`config.mk`:
```
export PLATFORM = sky130hd
export DESIGN_NAME = stc_acc_ctrl
export DESIGN_NICKNAME = d
export VERILOG_FILES = /design/src/rtl/stc_acc_ctrl.sv
export SDC_FILE = /design/constraint.sdc
export NUM_CORES = 1
export LEC_CHECK = 0
export CAP_MARGIN = 20
export CORE_MARGIN = 3
export CORE_UTILIZATION = 45
export CTS_BUF_LIST = sky130_fd_sc_hd__clkbuf_4 sky130_fd_sc_hd__clkbuf_8
export CTS_CLUSTER_DIAMETER = 30
export CTS_CLUSTER_SIZE = 14
export DETAILED_ROUTE_END_ITERATION = 7
export PLACE_DENSITY = 0.7
export SYNTH_ARGS = -nofsm -noshare
export SYNTH_HDL_FRONTEND = slang
export SYNTH_SLANG_ARGS = --single-unit
```
`constraint.sdc`:
```
create_clock -name i_clk -period 4.2 [get_ports i_clk]
set_clock_uncertainty 0.1 [all_clocks]
set_input_delay 0.42 -clock i_clk [delete_from_list [all_inputs] [get_ports i_clk]]
set_output_delay 0.42 -clock i_clk [all_outputs]
set_load 0.005 [all_outputs]
```
`src/rtl/stc_acc_ctrl.sv`:
```
// stc_acc_ctrl: per-PE beat/tile sequencer driving accumulator enables and result handshakes
module stc_acc_ctrl #(
  parameter int N_PE  = 4,
  parameter int CNT_W = 16
) (
  input  logic             i_clk,
  input  logic             i_reset_n,
  input  logic             i_start,
  input  logic [CNT_W-1:0] i_cfg_k_beats,
  input  logic [CNT_W-1:0] i_cfg_n_tiles,
  output logic             o_busy,
  output logic             o_done,
  input  logic [N_PE-1:0]  i_mult_valid,
  output logic [N_PE-1:0]  o_mult_ready,
  output logic [N_PE-1:0]  o_mult_gate,
  output logic [N_PE-1:0]  o_acc_en,
  output logic [N_PE-1:0]  o_psum_req,
  output logic [N_PE-1:0]  o_res_valid,
  output logic [N_PE-1:0]  o_res_last,
  input  logic [N_PE-1:0]  i_res_ready
);
  typedef enum logic {G_IDLE, G_RUN} g_state_t;
  typedef enum logic [1:0] {P_IDLE, P_ACC, P_HOLD, P_DONE} p_state_t;
  g_state_t         r_g, w_g_nxt;
  p_state_t         r_p [N_PE];
  p_state_t         w_p_nxt [N_PE];
  logic [CNT_W-1:0] r_beat [N_PE];
  logic [CNT_W-1:0] w_beat_nxt [N_PE];
  logic [CNT_W-1:0] r_tile [N_PE];
  logic [CNT_W-1:0] w_tile_nxt [N_PE];
  logic [CNT_W-1:0] r_k, r_n, w_k_nxt, w_n_nxt, w_k_m1, w_n_m1;
  logic [N_PE-1:0]  w_acc, w_hs, w_last_beat, w_pe_done;
  assign w_k_m1     = r_k - CNT_W'(1);
  assign w_n_m1     = r_n - CNT_W'(1);
  assign o_busy     = r_g == G_RUN;
  assign o_psum_req = o_acc_en;
  for (genvar g = 0; g < N_PE; g++) begin : g_pe
    assign w_acc[g]        = r_p[g] == P_ACC && i_mult_valid[g];
    assign w_last_beat[g]  = r_beat[g] == w_k_m1;
    assign w_pe_done[g]    = r_p[g] == P_DONE;
    assign o_mult_ready[g] = r_p[g] == P_ACC;
    assign o_mult_gate[g]  = w_acc[g];
    assign o_acc_en[g]     = w_acc[g] && r_beat[g] == '0;
    assign o_res_valid[g]  = r_p[g] == P_HOLD;
    assign o_res_last[g]   = o_res_valid[g] && r_tile[g] == w_n_m1;
    assign w_hs[g]         = o_res_valid[g] && i_res_ready[g];
  end
  always_comb begin
    w_g_nxt = r_g;
    w_k_nxt = r_k;
    w_n_nxt = r_n;
    o_done  = 1'b0;
    for (int i = 0; i < N_PE; i++) begin
      w_p_nxt[i]    = r_p[i];
      w_beat_nxt[i] = r_beat[i];
      w_tile_nxt[i] = r_tile[i];
      if (w_acc[i]) begin
        w_beat_nxt[i] = w_last_beat[i] ? '0 : r_beat[i] + CNT_W'(1);
        w_p_nxt[i]    = w_last_beat[i] ? P_HOLD : P_ACC;
      end
      if (w_hs[i]) begin
        w_p_nxt[i]    = o_res_last[i] ? P_DONE : P_ACC;
        w_tile_nxt[i] = o_res_last[i] ? r_tile[i] : r_tile[i] + CNT_W'(1);
      end
    end
    // an empty job (zero tiles) parks every PE in P_DONE so done fires on the next cycle
    if (r_g == G_IDLE && i_start) begin
      w_g_nxt = G_RUN;
      w_k_nxt = i_cfg_k_beats == '0 ? CNT_W'(1) : i_cfg_k_beats;
      w_n_nxt = i_cfg_n_tiles;
      for (int i = 0; i < N_PE; i++) begin
        w_p_nxt[i]    = i_cfg_n_tiles == '0 ? P_DONE : P_ACC;
        w_beat_nxt[i] = '0;
        w_tile_nxt[i] = '0;
      end
    end else if (r_g == G_RUN && &w_pe_done) begin
      o_done  = 1'b1;
      w_g_nxt = G_IDLE;
      for (int i = 0; i < N_PE; i++) w_p_nxt[i] = P_IDLE;
    end
  end
  always_ff @(posedge i_clk or negedge i_reset_n) begin
    if (!i_reset_n) begin
      r_g <= G_IDLE;
      r_k <= '0;
      r_n <= '0;
      for (int i = 0; i < N_PE; i++) begin
        r_p[i]    <= P_IDLE;
        r_beat[i] <= '0;
        r_tile[i] <= '0;
      end
    end else begin
      r_g <= w_g_nxt;
      r_k <= w_k_nxt;
      r_n <= w_n_nxt;
      for (int i = 0; i < N_PE; i++) begin
        r_p[i]    <= w_p_nxt[i];
        r_beat[i] <= w_beat_nxt[i];
        r_tile[i] <= w_tile_nxt[i];
      end
    end
  end
endmodule
```
==> flow_metrics.env, run 1 <==
export IMPL_status="complete, no violations"
export IMPL_worstPathRequired_ps=3680
export IMPL_ioPinCount=69
export IMPL_grt_max_degree=87
export IMPL_clockBufferDepth=2
export IMPL_wl_per_cell_um=20.5
export IMPL_register_area_um2=4230
export IMPL_clk_pin_slew_worst_paths_ps=100
export IMPL_clockRootBuffer="clkbuf_8"
export IMPL_hold_violations=0
export IMPL_multi_input_area_um2=7700
export IMPL_final_cell_count_no_fill=1896
export IMPL_yosysSeqAreaShare=0.341
export IMPL_relSlewSlack=0.286
export IMPL_vias_per_cell=6.20
export IMPL_grt_pass1_vias=10700
export IMPL_endpoint_kind="output port"
export IMPL_die_area_um2=29600
export IMPL_drv_slew=0
export IMPL_cp_start_kind="flop"
export IMPL_period_needed_ps=4140
export IMPL_finalCritPeriodShare=0.985
export IMPL_drcViolationCount=0
export IMPL_drtPass1Iterations=5
export IMPL_ys_types=85
export IMPL_synth_ff_type="dfrtp_1"
export IMPL_drive_above_1_share=0.113
export IMPL_critPathKind="flop to output port"
export IMPL_clkSinkCount=169
export IMPL_area_delta_synth_final_pct=15.1
export IMPL_p_per_area_nw_per_um2=460
export IMPL_synth_async_sr_flop_share=1.00
export IMPL_ctsHtreeMaxLevel=4
export IMPL_clk_latency_ps=490
export IMPL_leakage_nw=6.03
export IMPL_coreArea_um2=27000
export IMPL_nets=1599
export IMPL_vias=11800
export IMPL_syn_cell_area_um2=12400
export IMPL_dr_wl_met3_um=3140
export IMPL_ir_drop_mv=0.211
export IMPL_drt_iter0_markers=1422
export IMPL_cts_tree="yes"
export IMPL_finalHoldWorstSlack_ps=373
export IMPL_cp_startpoint="r_n[11]"
export IMPL_final_common_cell="nand2_1"
export IMPL_wl_met2_um=16500
export IMPL_ys_ff_latch=169
export IMPL_portBuffers=68
export IMPL_overflow=0
export IMPL_synthCells=1471
export IMPL_synth_edf_count=0
export IMPL_setup_viol=0
export IMPL_routed_wl_um=38800
export IMPL_syn_nets=1528
export IMPL_dp_hpwl_um=28600
export IMPL_min_path_type="input pin to flop"
export IMPL_antenna_found_initial=0
export IMPL_syn_avg_cell_area_um2=8.44
export IMPL_hold_path_startpoint="i_cfg_k_beats[11]"
export IMPL_dieWidth_um=172
export IMPL_arrival_ps=3620
export IMPL_wl_met1_um=18500
export IMPL_drtAntennaViolNets=0
export IMPL_rows=60
export IMPL_final_cell_mix="nand2_1, dfrtp_1, nor2_1, xnor2_1, buf_4"
export IMPL_nFillCells=2497
export IMPL_fin_setup_tns_ps=0
export IMPL_initial_utilization=0.459
export IMPL_rsz0062_at_grt="true"
export IMPL_antennaDiodeCount=0
export IMPL_total_power_mw=6.57
export IMPL_cts_buffers=17
export IMPL_fp_dieH_um=172
export IMPL_worstMarginPinSlew_ps=1060
export IMPL_fmax_mhz=242
export IMPL_cp_max_fo=6
export IMPL_top_layer="met4"
export IMPL_cap_violations=0
export IMPL_timing_rr_start="r_k[4]"
export IMPL_grt_usage=0.264
export IMPL_r2r_slack_ps=240
export IMPL_dp_cells=1852
export IMPL_gp_congestion=0.994
export IMPL_yosys_warnings=0
export IMPL_grt_pass1_wl_um=61500
metrics by stage:
step / setup slack [ps] / utilization / cell area, um2
6_report: 62.0 / 0.528 / 14300
3_5_place_dp: 156 / 0.506 / 13700
5_1_grt: -101 / 0.528 / 14300
3_3_place_gp: 214 / 0.506 / 13700
4_1_cts: 8.98 / 0.526 / 14200
2_1_floorplan: 375 / - / 12400
state kept, by name (all words and copies together), names as in the netlist:
signal and count:
r_tile 64, r_n 16, o_busy 1, r_k 16
r_beat 64, r_p 8
worst max-delay path, stage by stage, from the launching register on:
cell             delay [ps]
dfrtp_1                 500
or4_1                   660
nor4_4                  320
buf_4                   190
nor3_1                   60
a2111o_1                300
nor4_2                  350
and2_4                  230
clkdlybuf4s50_1         500
per-layer routing:
metal,global-route usage,vias to the layer above
li1,-,5408
met1,0.418,5804
met2,0.375,502
met3,0.0393,50
met4,0.0666,0
met5,0,-
cell families (layout without fill, tap and decap cells):
group / after synthesis / after routing / share of synthesized area
adder cells (fa/ha/maj): 15 / 15 / 0.0149
XOR/XNOR: 174 / 174 / 0.152
AO/OA/AOI/OAI: 250 / 250 / 0.138
buffers and inverters: 145 / 229 / 0.0491
AND/OR/NAND/NOR: 704 / 704 / 0.294
multiplexers: 14 / 14 / 0.0113
flip-flops: 169 / 169 / 0.341
final timing paths:
path,depth (start not counted),endpoint
max,8,o_res_last[1]
min,3,r_k[11]
max reg2reg,9,r_beat[56]
min reg2reg,2,r_tile[15]
max in group asynchronous,3,r_tile[58]
min in group asynchronous,2,r_beat[18]
cell usage after synthesis (all sizes together), types with 10 or more instances:
master   instances  area (um2)
buf             29         174
o31ai           14         105
o311ai          13         114
nor4            44         309
inv             44         165
or3             29         181
and2            13        81.3
nand4           41         257
o21ai           57         300
or4             24         188
dfrtp          169        4230
nor2           114         428
and3            29         181
a31o            11        96.3
nor3b           10        80.1
o2111ai         12         105
nor2b           20         125
xor2            68         596
xnor2           80         701
nand2b          21         131
nand3           79         400
a21oi           60         300
mux2i           14         140
ha              14         175
xnor3           26         586
nor3            28         155
clkbuf          71         267
nand2          210         788
report_power, final:
group          switching [mW]  internal [mW]  total (mW)
registers               0.468           1.88        2.34
logic                    1.63           1.36        2.99
clock network           0.686          0.545        1.23
area by class of cell:
class	count	area share
clock buffer	22	0.0203
clock inverter	10	0.00762
inverter	45	0.0118
multi-input combinational	1157	0.539
sequential	169	0.296
tap	341	0.0299
timing repair buffer	152	0.0951
what timing repair did:
action	in CTS	in global routing
pin swaps	4	8
endpoints found under the hold margin	85	0
setup endpoints to repair	4	4
hold buffers	1	0
buffers inserted	8	3
gates resized for setup	20	7
No activity file was read; power rests on OpenSTA's default activity.
==> run 2, diff against run 1 <==
--- a/config.mk
+++ b/config.mk
@@ -7,12 +7,12 @@
 export LEC_CHECK = 0
 export CAP_MARGIN = 20
 export CORE_MARGIN = 3
-export CORE_UTILIZATION = 45
+export CORE_UTILIZATION = 30
 export CTS_BUF_LIST = sky130_fd_sc_hd__clkbuf_4 sky130_fd_sc_hd__clkbuf_8
 export CTS_CLUSTER_DIAMETER = 30
 export CTS_CLUSTER_SIZE = 14
 export DETAILED_ROUTE_END_ITERATION = 7
-export PLACE_DENSITY = 0.7
+export PLACE_DENSITY = 0.53
 export SYNTH_ARGS = -nofsm -noshare
 export SYNTH_HDL_FRONTEND = slang
 export SYNTH_SLANG_ARGS = --single-unit
==> flow_metrics.env, run 2 (synthesis gave the netlist of run 1 again) <==
export IMPL_ctsHtreeMaxLevel=4
export IMPL_clockRootBuffer="clkbuf_8"
export IMPL_rows=73
export IMPL_routed_wl_um=40800
export IMPL_fin_ws_ps=173
export IMPL_p_per_area_nw_per_um2=458
export IMPL_largestRegisters="r_beat (64), r_tile (64)"
export IMPL_coreArea_um2=40300
export IMPL_grt_max_degree=88
export IMPL_rsz0062_at_grt="false"
export IMPL_status="complete, no violations"
export IMPL_drive_above_1_share=0.113
export IMPL_finalHoldWorstSlack_ps=372
export IMPL_final_cell_mix="nand2_1, dfrtp_1, nor2_1, buf_4, xnor2_1"
export IMPL_nets=1602
export IMPL_cp_start_kind="flop"
export IMPL_hold_violations=0
export IMPL_grt_pass1_vias=10800
export IMPL_dieWidth_um=209
export IMPL_period_needed_ps=4030
export IMPL_vias_per_cell=5.41
export IMPL_finalCritPeriodShare=0.959
export IMPL_endpoint_kind="flop"
export IMPL_min_path_type="input pin to async pin"
export IMPL_dpl_cell_area_um2=13900
export IMPL_clockBufferDepth=2
export IMPL_dp_hpwl_um=30700
export IMPL_die_area_um2=43900
export IMPL_clk_pin_slew_worst_paths_ps=100
export IMPL_fmax_mhz=248
export IMPL_final_common_cell="nand2_1"
export IMPL_clk_latency_ps=500
export IMPL_grt_pass1_wl_um=64100
export IMPL_relSlewSlack=0.342
export IMPL_drt_iter0_markers=820
export IMPL_worstMarginPinSlew_ps=984
export IMPL_gp_congestion=0.936
export IMPL_cp_max_fo=12
export IMPL_overflow=0
export IMPL_antenna_found_initial=0
export IMPL_critPathKind="flop to flop"
export IMPL_drtPass1Iterations=5
export IMPL_pre_cts_slack_ps=156
export IMPL_leakage_nw=6.08
export IMPL_dp_cells=2042
export IMPL_cap_violations=0
export IMPL_worstPathRequired_ps=4460
export IMPL_grt_usage=0.184
export IMPL_drtAntennaViolNets=0
export IMPL_area_delta_synth_final_pct=17.3
export IMPL_setup_viol=0
export IMPL_fp_dieH_um=209
export IMPL_wl_per_cell_um=19.6
export IMPL_fin_area_um2=14600
export IMPL_initial_utilization=0.308
export IMPL_ir_drop_mv=0.339
export IMPL_final_cell_count_no_fill=2083
export IMPL_drcViolationCount=0
export IMPL_cts_buffers=17
export IMPL_ioPinCount=69
export IMPL_cts_tree="yes"
export IMPL_clkSinkCount=169
export IMPL_portBuffers=68
export IMPL_vias=11300
export IMPL_drv_slew=0
export IMPL_arrival_ps=4290
==> run 2: cell count changes in the layout (fill, tap and decap cells not counted), sizes merged, moves of 2 or more <==
cell	previous run	this run
clkbuf	22	18
buf	84	87
bufinv	1	3
clkdlybuf4s50	66	64
clkinvlp	1	3
==> run 2: final timing paths <==
path | to | cells after the start | start | slack (ps)
worst max-delay path | r_beat[62] | 10 | r_k[1] | 170
worst min-delay path | r_beat[57] | 2 | i_reset_n | 370
worst max register to register | r_beat[62] | 10 | r_k[1] | 170
worst min register to register | r_k[8] | 2 | r_k[8] | 440
max in group asynchronous | r_tile[30] | 3 | i_reset_n | 2710
min in group i_clk | r_k[14] | 3 | i_cfg_k_beats[14] | 370
==> run 2: per-stage QoR <==
stage	TNS, ps	total power [mW]	util
floorplan	0	4.23	-
global placement	0	5.26	0.346
detailed placement	0	5.28	0.346
CTS	-3.31	6.66	0.360
global route	0	7.11	0.361
finish	0	6.67	0.361
==> run 2: report_power, final <==
part           switching [mW]  internal, mW  total, mW
logic                    1.65          1.39       3.04
registers               0.456          1.88       2.33
clock network           0.693         0.600       1.29
total                    2.80          3.87       6.67
==> run 2: layout make-up <==
class,count,area (um2)
clock buffer,18,241
timing repair buffer,155,1390
tap,525,657
fill,4155,25700
sequential,169,4230
clock inverter,13,169
inverter,45,169
multi-input combinational,1157,7700
antenna,1,2.50
==> run 2: critical path: stages (launching register included) <==
cell	delay, ps
dfrtp_1	440
inv_1	100
ha_1	150
or3b_1	540
a311oi_2	330
nand4_1	130
or4_1	550
or4_1	510
or4_4	650
o21ai_4	300
nor2_1	80
==> run 2: layer usage <==
metal,share of wire,up-vias,global-route usage,wire length (um)
met5,0,-,0,0
met4,0.018,0,0.0457,752
met3,0.051,42,0.0330,2090
met2,0.44,265,0.282,18000
met1,0.49,5552,0.268,20000
li1,-,5405,-,-
==> run 2: timing repair <==
item                                    4_1_cts  5_1_grt
hold buffers                                  1        0
endpoints found under the setup margin        4        3
endpoints found under the hold margin        62        0
pin swaps                                     6        2
setup buffers                                 6        2
resized for setup                            26        4
==> run 3, diff against run 2 <==
--- a/config.mk
+++ b/config.mk
@@ -8,7 +8,7 @@
 export CAP_MARGIN = 20
 export CORE_MARGIN = 3
 export CORE_UTILIZATION = 30
-export CTS_BUF_LIST = sky130_fd_sc_hd__clkbuf_4 sky130_fd_sc_hd__clkbuf_8
+export CTS_BUF_LIST = sky130_fd_sc_hd__clkbuf_2
 export CTS_CLUSTER_DIAMETER = 30
 export CTS_CLUSTER_SIZE = 14
 export DETAILED_ROUTE_END_ITERATION = 7
==> flow_metrics.env, run 3 (synthesis gave the netlist of run 1 again) <==
export IMPL_status="complete, no violations"
export IMPL_rsz0062_at_grt="true"
export IMPL_coreArea_um2=40300
export IMPL_finalCritPeriodShare=0.996
export IMPL_fmax_mhz=239
export IMPL_cp_max_fo=3
export IMPL_r2r_slack_ps=240
export IMPL_dpl_cell_area_um2=13900
export IMPL_drcViolationCount=0
export IMPL_ioPinCount=69
export IMPL_clockRootBuffer="clkbuf_2"
export IMPL_dieWidth_um=209
export IMPL_worstMarginPinSlew_ps=959
export IMPL_drtPass1Iterations=5
export IMPL_fin_area_um2=14900
export IMPL_clkSinkCount=169
export IMPL_cap_violations=0
export IMPL_final_common_cell="nand2_1"
export IMPL_vias=11600
export IMPL_antenna_found_initial=1
export IMPL_min_to="r_k[1]"
export IMPL_largestRegisters="r_beat (64), r_tile (64)"
export IMPL_endpoint_kind="output port"
export IMPL_portBuffers=68
export IMPL_vias_per_cell=5.45
export IMPL_cp_cell_sequence="buf_6 > or4_4 > buf_6 > nor4bb_4 > buf_4 > buf_6 > xor2_1 > o211ai_1 > nor4_2 > and2_4 > buf_6"
export IMPL_ctsHtreeMaxLevel=4
export IMPL_hold_violations=0
export IMPL_nets=1641
export IMPL_worstPathRequired_ps=3680
export IMPL_critPathSlowestCell="or4_4"
export IMPL_slowest_delay_ps=560
export IMPL_routed_wl_um=41500
export IMPL_grt_pass1_wl_um=65100
export IMPL_nFillCells=4133
export IMPL_fin_setup_tns_ps=0
export IMPL_dp_hpwl_um=30700
export IMPL_wl_per_cell_um=19.6
export IMPL_leakage_nw=6.23
export IMPL_cts_tree="yes"
export IMPL_final_cell_count_no_fill=2122
export IMPL_overflow=0
export IMPL_cts_buffers=17
export IMPL_total_power_mw=6.50
export IMPL_min_path_type="input pin to flop"
export IMPL_timing_rr_start="r_k[1]"
export IMPL_hold_path_startpoint="i_cfg_k_beats[1]"
export IMPL_period_needed_ps=4180
export IMPL_p_per_area_nw_per_um2=437
export IMPL_drive_above_1_share=0.129
export IMPL_clk_latency_ps=850
export IMPL_grt_max_degree=88
export IMPL_ir_drop_mv=0.319
export IMPL_cp_common_cell="buf_6"
export IMPL_final_cell_mix="nand2_1, dfrtp_1, nor2_1, buf_4, xnor2_1"
export IMPL_register_area_um2=4230
export IMPL_grt_usage=0.187
export IMPL_cp_start_kind="flop"
export IMPL_dp_cells=2042
export IMPL_setup_viol=0
export IMPL_fp_dieH_um=209
export IMPL_drt_iter0_markers=827
export IMPL_initial_utilization=0.308
export IMPL_r2r_end="r_beat[62]"
export IMPL_grt_pass1_vias=10900
export IMPL_drv_slew=0
export IMPL_relSlewSlack=0.358
export IMPL_arrival_ps=3660
export IMPL_rows=73
export IMPL_gp_congestion=0.936
export IMPL_ff2ff_path_depth=10
export IMPL_die_area_um2=43900
export IMPL_clockBufferDepth=2
export IMPL_area_delta_synth_final_pct=19.9
export IMPL_critPathKind="flop to output port"
export IMPL_clk_pin_slew_worst_paths_ps=280
export IMPL_min_path_cells=3
export IMPL_drtAntennaViolNets=0
export IMPL_multi_input_area_um2=7770
==> run 3: layout make-up <==
class,count,share of cell area
Timing Repair Buffer,194,0.120
Clock inverter,13,0.0114
Inverter,45,0.0114
Sequential cell,169,0.284
Multi-Input combinational cell,1157,0.522
Antenna cell,1,0.000168
Tap cell,525,0.0441
Clock buffer,18,0.00605
==> run 3: worst max-delay path by stage <==
| stage | start | end | cells after the start |
|---|---|---|---|
| final | r_n[1] | o_res_last[1] | 11 |
| after global routing | r_n[1] | o_res_last[2] | 11 |
| after CTS | r_n[0] | o_res_last[2] | 11 |
| after detailed placement | r_n[1] | o_res_last[2] | 11 |
| after global placement | r_n[0] | o_res_last[2] | 10 |
| after floorplan | r_k[0] | r_beat[49] | 13 |
==> run 3: critical path: cells and delay by family (launching register included) <==
family | cells | cell delay (ps)
xor+xnor | 1 | 140
buf+inv | 5 | 660
simple gates | 4 | 1460
compound gates | 1 | 120
flops | 1 | 460
==> run 3: timing repair <==
item | in CTS | in global routing
pin swaps | 18 | 12
buffers inserted | 18 | 3
hold buffers | 28 | 0
resized for setup | 60 | 8
endpoints found under the hold margin | 161 | 0
setup endpoints to repair | 4 | 7
==> run 3: stage by stage <==
step                hold slack, ps   util  worst slack [ps]
floorplan                     24.4      -               375
global placement               379  0.346               145
detailed placement             382  0.346               156
CTS                           9.14  0.368              -115
global route                  26.5  0.369              -271
finish                         117  0.369              16.1
==> run 3: metal layers <==
layer | global-route usage | routed length [um] | vias to the layer above
met5 | 0 | 0 | -
li1 | - | - | 5494
met1 | 0.275 | 20200 | 5672
met3 | 0.0303 | 2230 | 47
met4 | 0.0453 | 771 | 0
met2 | 0.287 | 18300 | 344
==> run 3: where the power goes <==
group	switching (mW)	internal, mW
clock	0.671	0.341
sequential	0.452	1.88
combinational	1.70	1.45
